[src/rtl/mem_arb_pkg.sv]
// mem_arb_pkg: shared op codes, default widths and ID-width helper
// for the video-memory arbiter (mem_arbiter, mem_arb_tag_fifo).
package mem_arb_pkg;

  localparam logic [3:0] OP_NOP   = 4'b0000;
  localparam logic [3:0] OP_READ  = 4'b0001;
  localparam logic [3:0] OP_WRITE = 4'b0010;
  localparam logic [3:0] OP_CLEAR = 4'b1111;

  localparam int DEF_ADDR_W = 17;
  localparam int DEF_DATA_W = 32;

  // Requester ID width; never narrower than one bit.
  function automatic int id_w(input int n);
    return (n <= 2) ? 1 : $clog2(n);
  endfunction

endpackage

[src/rtl/mem_arb_tag_fifo.sv]
// mem_arb_tag_fifo: in-order FIFO of requester IDs for outstanding reads.
// Ports: clk, rst (async high), push/din, pop/dout, full, empty, count.
module mem_arb_tag_fifo #(
  parameter int DEPTH = 4,
  parameter int W     = 2
) (
  input  logic                     clk,
  input  logic                     rst,
  input  logic                     push,
  input  logic                     pop,
  input  logic [W-1:0]             din,
  output logic [W-1:0]             dout,
  output logic                     full,
  output logic                     empty,
  output logic [$clog2(DEPTH):0]   count
);

  localparam int PW = $clog2(DEPTH);

  logic [W-1:0]  mem [DEPTH];
  logic [PW-1:0] wp;
  logic [PW-1:0] rp;
  logic [PW:0]   cnt;
  logic          do_push;
  logic          do_pop;

  assign full    = (cnt == (PW+1)'(DEPTH));
  assign empty   = (cnt == '0);
  assign count   = cnt;
  assign dout    = mem[rp];
  assign do_push = push && !full;
  assign do_pop  = pop && !empty;

  always_ff @(posedge clk) begin
    if (do_push)
      mem[wp] <= din;
  end

  always_ff @(posedge clk or posedge rst) begin
    if (rst) begin
      wp  <= '0;
      rp  <= '0;
      cnt <= '0;
    end else begin
      if (do_push)
        wp <= wp + PW'(1);
      if (do_pop)
        rp <= rp + PW'(1);
      unique case ({do_push, do_pop})
        2'b10:   cnt <= cnt + (PW+1)'(1);
        2'b01:   cnt <= cnt - (PW+1)'(1);
        default: cnt <= cnt;
      endcase
    end
  end

endmodule

[src/rtl/mem_arbiter.sv]
// mem_arbiter: round-robin share of the video-memory port among NUM_REQ
// requesters. Ports: req_* (rts/rtr bundles, flat-packed per requester),
// mem_* (registered one-deep slice toward memory, read return inputs),
// rd_valid/rd_data (one-hot read return), rd_err (sticky orphan return).
// Optional MEM_ARB_BURST_LOCK_EN: hold the grant on one requester for up
// to BURST_MAX transfers while it keeps requesting.
module mem_arbiter
  import mem_arb_pkg::*;
#(
  parameter int NUM_REQ   = 4,
  parameter int ADDR_W    = DEF_ADDR_W,
  parameter int DATA_W    = DEF_DATA_W,
  parameter int TAG_DEPTH = 4,
  parameter int BURST_MAX = 16
) (
  input  logic                      clk,
  input  logic                      rst,
  input  logic [NUM_REQ-1:0]        req_rts,
  output logic [NUM_REQ-1:0]        req_rtr,
  input  logic [NUM_REQ*ADDR_W-1:0] req_addr,
  input  logic [NUM_REQ*DATA_W-1:0] req_wr_data,
  input  logic [NUM_REQ*4-1:0]      req_op,
  output logic [ADDR_W-1:0]         mem_addr,
  output logic [DATA_W-1:0]         mem_wr_data,
  output logic [3:0]                mem_op,
  output logic                      mem_rts,
  input  logic                      mem_rtr,
  input  logic                      mem_rd_valid,
  input  logic [DATA_W-1:0]         mem_rd_data,
  output logic [NUM_REQ-1:0]        rd_valid,
  output logic [DATA_W-1:0]         rd_data,
  output logic                      rd_err
);

  localparam int ID_W = id_w(NUM_REQ);
  localparam logic [NUM_REQ-1:0] ONE = {{(NUM_REQ-1){1'b0}}, 1'b1};

  logic [ID_W-1:0]  ptr;
  logic [ID_W-1:0]  win;
  logic [ID_W-1:0]  idx;
  logic             found;
  logic [NUM_REQ-1:0] elig;
  logic             can_accept;
  logic             xfer;
  logic [ADDR_W-1:0] w_addr;
  logic [DATA_W-1:0] w_data;
  logic [3:0]        w_op;

  logic [ID_W-1:0]           tag_dout;
  logic                      tag_full;
  logic                      tag_empty;
  logic [$clog2(TAG_DEPTH):0] tag_count;
  logic                      read_blocked;

`ifdef MEM_ARB_BURST_LOCK_EN
  localparam int CNT_W = $clog2(BURST_MAX + 1);
  logic             lock_valid;
  logic [ID_W-1:0]  lock_id;
  logic [CNT_W-1:0] burst_cnt;
  logic [CNT_W-1:0] cnt_next;
`endif

  function automatic logic [ID_W-1:0] inc_id(input logic [ID_W-1:0] v);
    return ID_W'((int'(v) + 1) % NUM_REQ);
  endfunction

  // A pop in this cycle deliberately does not free a read slot.
  assign read_blocked = (int'(tag_count) == TAG_DEPTH);
  assign can_accept   = !mem_rts || mem_rtr;

  always_comb begin
    elig = '0;
    for (int i = 0; i < NUM_REQ; i++)
      elig[i] = req_rts[i] &&
                !(req_op[i*4 +: 4] == OP_READ && read_blocked);
  end

  always_comb begin
    win   = '0;
    idx   = '0;
    found = 1'b0;
`ifdef MEM_ARB_BURST_LOCK_EN
    if (lock_valid && elig[lock_id]) begin
      found = 1'b1;
      win   = lock_id;
    end
`endif
    for (int k = 0; k < NUM_REQ; k++) begin
      idx = ID_W'((int'(ptr) + k) % NUM_REQ);
      if (!found && elig[idx]) begin
        found = 1'b1;
        win   = idx;
      end
    end
  end

  assign req_rtr = (found && can_accept && !rst) ? (ONE << win) : '0;
  assign xfer    = |req_rtr;

  assign w_addr = req_addr[int'(win)*ADDR_W +: ADDR_W];
  assign w_data = req_wr_data[int'(win)*DATA_W +: DATA_W];
  assign w_op   = req_op[int'(win)*4 +: 4];

  always_ff @(posedge clk or posedge rst) begin
    if (rst) begin
      mem_rts     <= 1'b0;
      mem_addr    <= '0;
      mem_wr_data <= '0;
      mem_op      <= '0;
    end else if (xfer) begin
      mem_rts     <= 1'b1;
      mem_addr    <= w_addr;
      mem_wr_data <= (w_op == OP_CLEAR) ? '0 : w_data;
      mem_op      <= w_op;
    end else if (mem_rtr) begin
      mem_rts     <= 1'b0;
    end
  end

`ifdef MEM_ARB_BURST_LOCK_EN
  assign cnt_next = (lock_valid && win == lock_id) ?
                    burst_cnt + CNT_W'(1) : CNT_W'(1);

  // Pointer moves only when the lock releases.
  always_ff @(posedge clk or posedge rst) begin
    if (rst) begin
      ptr        <= '0;
      lock_valid <= 1'b0;
      lock_id    <= '0;
      burst_cnt  <= '0;
    end else if (xfer) begin
      if (int'(cnt_next) >= BURST_MAX) begin
        lock_valid <= 1'b0;
        burst_cnt  <= '0;
        ptr        <= inc_id(win);
      end else begin
        lock_valid <= 1'b1;
        lock_id    <= win;
        burst_cnt  <= cnt_next;
      end
    end else if (lock_valid && !req_rts[lock_id]) begin
      lock_valid <= 1'b0;
      burst_cnt  <= '0;
      ptr        <= inc_id(lock_id);
    end
  end
`else
  always_ff @(posedge clk or posedge rst) begin
    if (rst)
      ptr <= '0;
    else if (xfer)
      ptr <= inc_id(win);
  end
`endif

  mem_arb_tag_fifo #(
    .DEPTH (TAG_DEPTH),
    .W     (ID_W)
  ) u_tag_fifo (
    .clk   (clk),
    .rst   (rst),
    .push  (xfer && w_op == OP_READ && !tag_full),
    .pop   (mem_rd_valid),
    .din   (win),
    .dout  (tag_dout),
    .full  (tag_full),
    .empty (tag_empty),
    .count (tag_count)
  );

  assign rd_data  = mem_rd_data;
  assign rd_valid = (mem_rd_valid && !tag_empty && !rst) ?
                    (ONE << tag_dout) : '0;

  always_ff @(posedge clk or posedge rst) begin
    if (rst)
      rd_err <= 1'b0;
    else if (mem_rd_valid && tag_empty)
      rd_err <= 1'b1;
  end

endmodule

[config.mk]
export PLATFORM = sky130hd
export DESIGN_NAME = mem_arbiter
export DESIGN_NICKNAME = d
export VERILOG_FILES = /design/src/rtl/mem_arb_pkg.sv /design/src/rtl/mem_arb_tag_fifo.sv /design/src/rtl/mem_arbiter.sv
export SDC_FILE = /design/constraint.sdc
export NUM_CORES = 1
export LEC_CHECK = 0
export ABC_AREA = 1
export CAP_MARGIN = 30
export CORE_AREA = 4 4 133 135
export CTS_CLUSTER_SIZE = 16
export DETAILED_ROUTE_END_ITERATION = 12
export DIE_AREA = 0 0 137 139
export DONT_BUFFER_PORTS = 1
export SKIP_LAST_GASP = 1
export SYNTH_ARGS = -nofsm -noshare
export SYNTH_HDL_FRONTEND = slang
export SYNTH_SLANG_ARGS = --single-unit
export TNS_END_PERCENT = 1
[constraint.sdc]
create_clock -name clk -period 4.8 [get_ports clk]
set_input_delay 0.48 -clock clk [delete_from_list [all_inputs] [get_ports clk]]
set_output_delay 0.48 -clock clk [all_outputs]
set_load 0.01 [all_outputs]
==> results of run 1 <==
## sequential cells by signal (all words and copies together) (netlist names)
register and count:
u_tag_fifo.rp 2, u_tag_fifo.mem 8, u_tag_fifo.count 3, rd_err 1, u_tag_fifo.wp 2, mem_addr 17
ptr 2, mem_wr_data 32, mem_op 4, mem_rts 1
## path summary, 6_finish.rpt
kind                             startpoint             endpoint  slack (ns)  cells past startpoint
max in group asynchronous               rst          mem_addr[0]        3.87                      2
max                                  ptr[0]           req_rtr[0]        0.82                     11
max reg2reg                          ptr[0]  u_tag_fifo.count[1]        1.27                     14
min in group asynchronous               rst       mem_wr_data[4]        0.35                      2
min                                 mem_rtr              mem_rts        0.27                      1
min reg2reg                u_tag_fifo.rp[1]     u_tag_fifo.rp[1]        0.47                      1
## per-stage QoR
step           instance area [um2]  total power, mW  hold WS, ns
2_1_floorplan                 5520             4.33        0.442
3_3_place_gp                  5350             4.91        0.459
3_5_place_dp                  5370             4.97        0.457
4_1_cts                       5670             5.69        0.268
5_1_grt                       5670             6.24        0.271
6_report                      5670             5.60        0.271
## synth_stat cells (4+ instances only)
cell type / count
nand2_1: 508
dfrtp_1: 64
buf_4: 37
a21oi_1: 36
inv_1: 35
nand3_1: 32
o21ai_1: 32
nor2_1: 25
buf_2: 13
nand4_1: 13
buf_6: 9
clkbuf_1: 9
edfxtp_1: 8
inv_2: 8
a22oi_1: 6
buf_1: 6
o21ai_0: 6
ha_1: 5
nand2_2: 5
nand2_4: 4
## logic make-up after synthesis
kind of cell,Yosys count,synth area share (%)
simple gates,599,44.3
buf+inv,120,12.3
compound gates,83,8.02
flops,72,33.3
fa+ha+maj,6,1.49
xor+xnor,4,0.634
## power breakdown
part	switching (mW)	internal (mW)	leakage (nW)	total, mW
logic	2.63	1.06	2.00	3.69
registers	0.313	0.907	0.870	1.22
clock network	0.260	0.431	0.146	0.691
## layer usage
layer / routed length, um / vias up / global-route usage (%)
li1: - / 2608 / -
met1: 6700 / 2380 / 19.9
met2: 8660 / 232 / 30.3
met3: 1410 / 40 / 3.99
met4: 422 / 2 / 6.20
met5: 13 / - / 0
## critical path: cells and delay by family, from the launching register on
family,cells,cell delay [ns]
simple gates,5,1.33
xor+xnor,1,0.33
compound gates,1,0.12
buf+inv,4,0.87
flops,1,0.49
## cell type report
class	instances	area (um2)	share of cell area, %
Multi-Input combinational cell	692	3010	53.2
Sequential cell	72	1840	32.5
Tap cell	220	275	4.86
Clock buffer	13	260	4.59
Inverter	43	163	2.87
Timing Repair Buffer	8	72.6	1.28
Clock inverter	3	42.5	0.751
==> summary.txt, run 1 <==
Critical path
  • Startpoint Class: flip-flop
  • Worst path slowest cell: nor2_2
  • CP Cell Sequence: xnor2_1 -> inv_2 -> nand3_1 -> nand2_2 -> nand3_1 -> o21ai_0 -> nor2_2 -> clkinv_2 -> buf_4 -> buf_4 -> nor2_1
  • Worst EP required: 4.32 ns
  • CP Class: reg -> out
  • Max stage delay on crit path: 0.79 ns
  • Data arrival, critical path: 3.50 ns
  • Worst setup EP type: output pin
  • Crit-path max FO: 46

Placement
  • Port Buffers: 0
  • Placed Instances: 1035
  • DP HPWL: 13100 um
  • Routability cong.: 0.860
  • Pre-CTS WS: 1.18 ns

Floorplan
  • Die height: 139 um
  • Die Wd: 137 um
  • Die area: 0.0190 mm2
  • CORE AREA: 0.0165 mm2
  • Standard-cell rows: 47
  • Initial core utilization: 33.5%
  • IO Count: 347

Cells and area
  • Non-filler cells in the finished layout: 1051
  • Highest-count cells in the layout ignoring fill and taps: nand2_1 (508), dfrtp_1 (64), a21oi_1 (36)
  • Layout Utilization: 34.4%
  • Synth-to-layout area growth: 2.60%
  • Most common cell after layout, fill and taps aside: nand2_1
  • ANT cells: 0
  • Final net count: 1084
  • Fill count: 1837
  • Share of cells above drive strength 1: 6.26%

Drt
  • Routed wire per std cell: 16.4 um
  • Final wirelength: 17200 um
  • Routed Antenna Nets: 0
  • Routed vias: 5262
  • DRT iter0 DRCs: 253
  • Drt pass-1 iters: 4
  • Vias per Instance: 5.01
  • Post-route DRC: 0

GRT
  • Global route overflow: 0
  • Initial antenna violation count: 1
  • Largest net degree at the start of global routing: 65
  • Vias in the first global route: 4869
  • First-pass GRT wire length: 25500 um
  • Total GRT Usage: 17.1%

STA
  • Post-layout min period: 3.98 ns
  • F_max: 251 MHz
  • Hold Vio Cnt, Final: 0
  • Fin crit share: 82.9%
  • # setup viols final: 0
  • Actual slew at the worst max-slew pin: 1.01 ns
  • Rel. slew slack: 32.6%
  • Max Slew Vio Count: 0
  • Post-Route Skew: 0.00961 ns
  • Post-route worst setup slack: 0.821 ns
  • RSZ-0062 raised after global routing: no
  • Fin Setup TNS: 0 ns

Hold path
  • Worst min-delay path class: in -> reg

Synthesis
  • Avg Cell Area, Syn: 6.25 um2
  • Area contributors post-synth: nand2_1 (35%), dfrtp_1 (29%), buf_4 (5.0%)
  • Top cell type's share of synthesized area: 34.5%
  • Main synth FF type: dfrtp_1
  • Post-synth EDFFs: 8
  • Post-Syn Area: 0.00552 mm2
  • YS warnings: 0
  • Synth unique cells: 33
  • Synth Instances: 884
  • Largest area contributor in the netlist: nand2_1
  • Sequential area share after synthesis: 33.3%
  • Syn Nets: 1142
  • Synth async-reset ratio: 88.9%
  • FF+latch count, synth: 72

Flow run
  • Max-cap viol count: 0

Clocking
  • Post_cts resized: 0
  • Total clock sinks: 72
  • Maximum root-to-sink buffer count: 2
  • CTS Hold Bufs: 0
  • Post-CTS Setup Repair Bufs: 0
  • Clk root buf: clkbuf_16
  • Num CTS Buffers: 9
  • Worst-path clk slew: 0.06 ns
  • H-tree levels: 3
  • Worst skew pair latency: 0.33 ns
  • CTS tree: yes

Pwr
  • Pwr dens: 988 mW/mm2
  • Static Leak: 3.01 nW
  • VDD IR-drop max: 0.484 mV

Outcome
  • Status: finished clean
(Power assumes the default switching activity.)
==> inputs of run 2 (changes only) <==
==> constraint.sdc (replaced) <==
create_clock -name clk -period 3.88 [get_ports clk]
set_input_delay 0.388 -clock clk [delete_from_list [all_inputs] [get_ports clk]]
set_output_delay 0.388 -clock clk [all_outputs]
set_load 0.01 [all_outputs]
==> run 2 against run 1 <==
  * Sequential power increased by 25%
  * Count of clock-buffer cells in the layout fell by 2
  * Global-route usage is 0.068 points lower
  * First-iteration DRC count shrank 1.2%
  * Setup slack got worse by 0.25 ns
  * Cell area up 0.42%
  * Via count fell by 2.4%
  * Cell count increased by 0.19%
  * Non-clock buffer count grew 2
  * Flip-flop and latch count unchanged
  * Sequential share of layout area down 0.14 points
  * Critical path type unchanged
==> summary.txt, run 2 (synthesis gave the netlist of run 1 again) <==
Outcome
  • Status: finished clean

Drt
  • Drt pass-1 iters: 4
  • Met3 WL post-DR: 1520 um
  • DR WL met2: 8280 um
  • Routed vias: 5135
  • Uppermost layer routed: met4
  • Post-route DRC: 0
  • Vias per Instance: 4.88
  • Routed Antenna Nets: 0
  • DRT iter0 DRCs: 250
  • Final wirelength: 17100 um
  • Routed wire per std cell: 16.2 um
  • M1 WL: 6760 um

Pwr
  • Static Leak: 3.03 nW
  • Overall Power: 6.91 mW
  • Pwr dens: 1210 mW/mm2
  • VDD IR-drop max: 0.545 mV

Critical path
  • R2R Setup Slk: 0.67 ns
  • Worst flop-to-flop path endpoint: u_tag_fifo.count[2]
  • R2R Path Start: u_tag_fifo.count[0]
  • Worst EP required: 3.49 ns
  • Worst setup path start: ptr[0]
  • CP endpoint: req_rtr[1]
  • CP Cell Sequence: xnor2_1 -> inv_2 -> nand3_1 -> nand2_2 -> nand3_1 -> nor2_1 -> nor2_4 -> inv_2 -> buf_4 -> nor2_4 -> nand2_1 -> inv_1
  • Startpoint Class: flip-flop
  • Worst path slowest cell: dfrtp_1
  • Crit-path max FO: 38
  • Max stage delay on crit path: 0.50 ns
  • Data arrival, critical path: 2.92 ns
  • Worst setup EP type: output pin
  • R2R depth: 23
  • CP Class: reg -> out

Clocking
  • Clk root buf: clkbuf_16
  • Post_cts resized: 0
  • Worst skew pair latency: 0.33 ns
  • Post-CTS Setup Repair Bufs: 0
  • Num CTS Buffers: 9
  • CTS Hold Bufs: 0
  • Total clock sinks: 72
  • CTS tree: yes
  • Maximum root-to-sink buffer count: 2
  • Worst-path clk slew: 0.06 ns
  • H-tree levels: 3

STA
  • # setup viols final: 0
  • Rel. slew slack: 41.6%
  • Post-layout min period: 3.30 ns
  • Hold Vio Cnt, Final: 0
  • Fin Setup TNS: 0 ns
  • Actual slew at the worst max-slew pin: 0.877 ns
  • Post-route worst setup slack: 0.575 ns
  • Fin crit share: 85.2%
  • F_max: 303 MHz
  • Post-Route Skew: 0.00702 ns
  • Max Slew Vio Count: 0
  • RSZ-0062 raised after global routing: no

Placement
  • Routability cong.: 0.853
  • Pre-CTS WS: 0.687 ns
  • DP HPWL: 13000 um
  • Port Buffers: 0
  • Placed cell areas: 0.00539 mm2

GRT
  • First-pass GRT wire length: 25400 um
  • Global route overflow: 0
  • Vias in the first global route: 4788
  • Largest net degree at the start of global routing: 90
  • Total GRT Usage: 17.0%
  • Initial antenna violation count: 0

Floorplan
  • IO Count: 347
  • Die height: 139 um
  • Initial core utilization: 33.5%
  • Standard-cell rows: 47
  • Die area: 0.0190 mm2
  • CORE AREA: 0.0165 mm2
  • Die Wd: 137 um

Cells and area
  • Largest regs: mem_wr_data (32), mem_addr (17), u_tag_fifo.mem (8)
  • Most common cell after layout, fill and taps aside: nand2_1
  • Layout Utilization: 34.6%
  • Synth-to-layout area growth: 3.04%
  • ANT cells: 0
  • Highest-count cells in the layout ignoring fill and taps: nand2_1 (508), dfrtp_1 (64), a21oi_1 (36)
  • Register name with the most flops: mem_wr_data
  • Final net count: 1086
  • Final Cell Area: 0.00569 mm2
  • Largest register FFs: 32
  • Share of cells above drive strength 1: 6.60%

Hold path
  • Worst min-delay path class: in -> reg

Flow run
  • Max-cap viol count: 0
[run 2: cell count changes in the layout (fill, tap and decap cells not counted)]
cell	before	now
inv_6	0	1
clkbuf_1	2	1
buf_4	7	8
clkbuf_8	2	1
buf_12	1	2
clkinv_2	2	3
[run 2: metal layers]
metal  global-route usage (%)  vias to the layer above
met1                     20.5                     2255
li1                         -                     2606
met2                     28.7                      235
met4                     6.83                        0
met3                     4.57                       39
met5                        0                        -
[run 2: final cells by class]
type	count	area, um2
Clock inverter	5	56.3
Multi-Input combinational cell	692	3010
Fill cell	1872	10800
Timing Repair Buffer	10	100
Clock buffer	11	243
Tap cell	220	275
Inverter	43	163
Sequential cell	72	1840
[run 2: per-stage QoR]
step / cells / hold slack [ns]
floorplan: 884 / 0.442
global placement: 1037 / 0.460
detailed placement: 1037 / 0.460
CTS: 1053 / 0.152
global route: 1053 / 0.180
finish: 1053 / 0.167
[run 2: worst min-delay path by stage]
| stage | to | from | depth (start not counted) | slack [ns] |
|---|---|---|---|---|
| 2_1_floorplan | u_tag_fifo.rp[1] | u_tag_fifo.rp[1] | 1 | 0.44 |
| 3_3_place_gp | u_tag_fifo.rp[1] | u_tag_fifo.rp[1] | 1 | 0.46 |
| 3_5_place_dp | u_tag_fifo.rp[1] | u_tag_fifo.rp[1] | 1 | 0.46 |
| 4_1_cts | mem_rts | mem_rtr | 1 | 0.15 |
| 5_1_grt | mem_rts | mem_rtr | 1 | 0.18 |
| 6_report | mem_rts | mem_rtr | 1 | 0.17 |
[run 2: worst max-delay path: cells and delay by family, from the launching register on]
family                 cells  cell delay (ns)
flip-flops                 1             0.50
buffers and inverters      4             0.60
AND/OR/NAND/NOR            7             1.13
XOR/XNOR                   1             0.32
[run 2: power breakdown]
group / switching [mW] / internal (mW)
Combinational: 3.20 / 1.35
Clock: 0.334 / 0.516
Sequential: 0.394 / 1.12
Total: 3.92 / 2.99
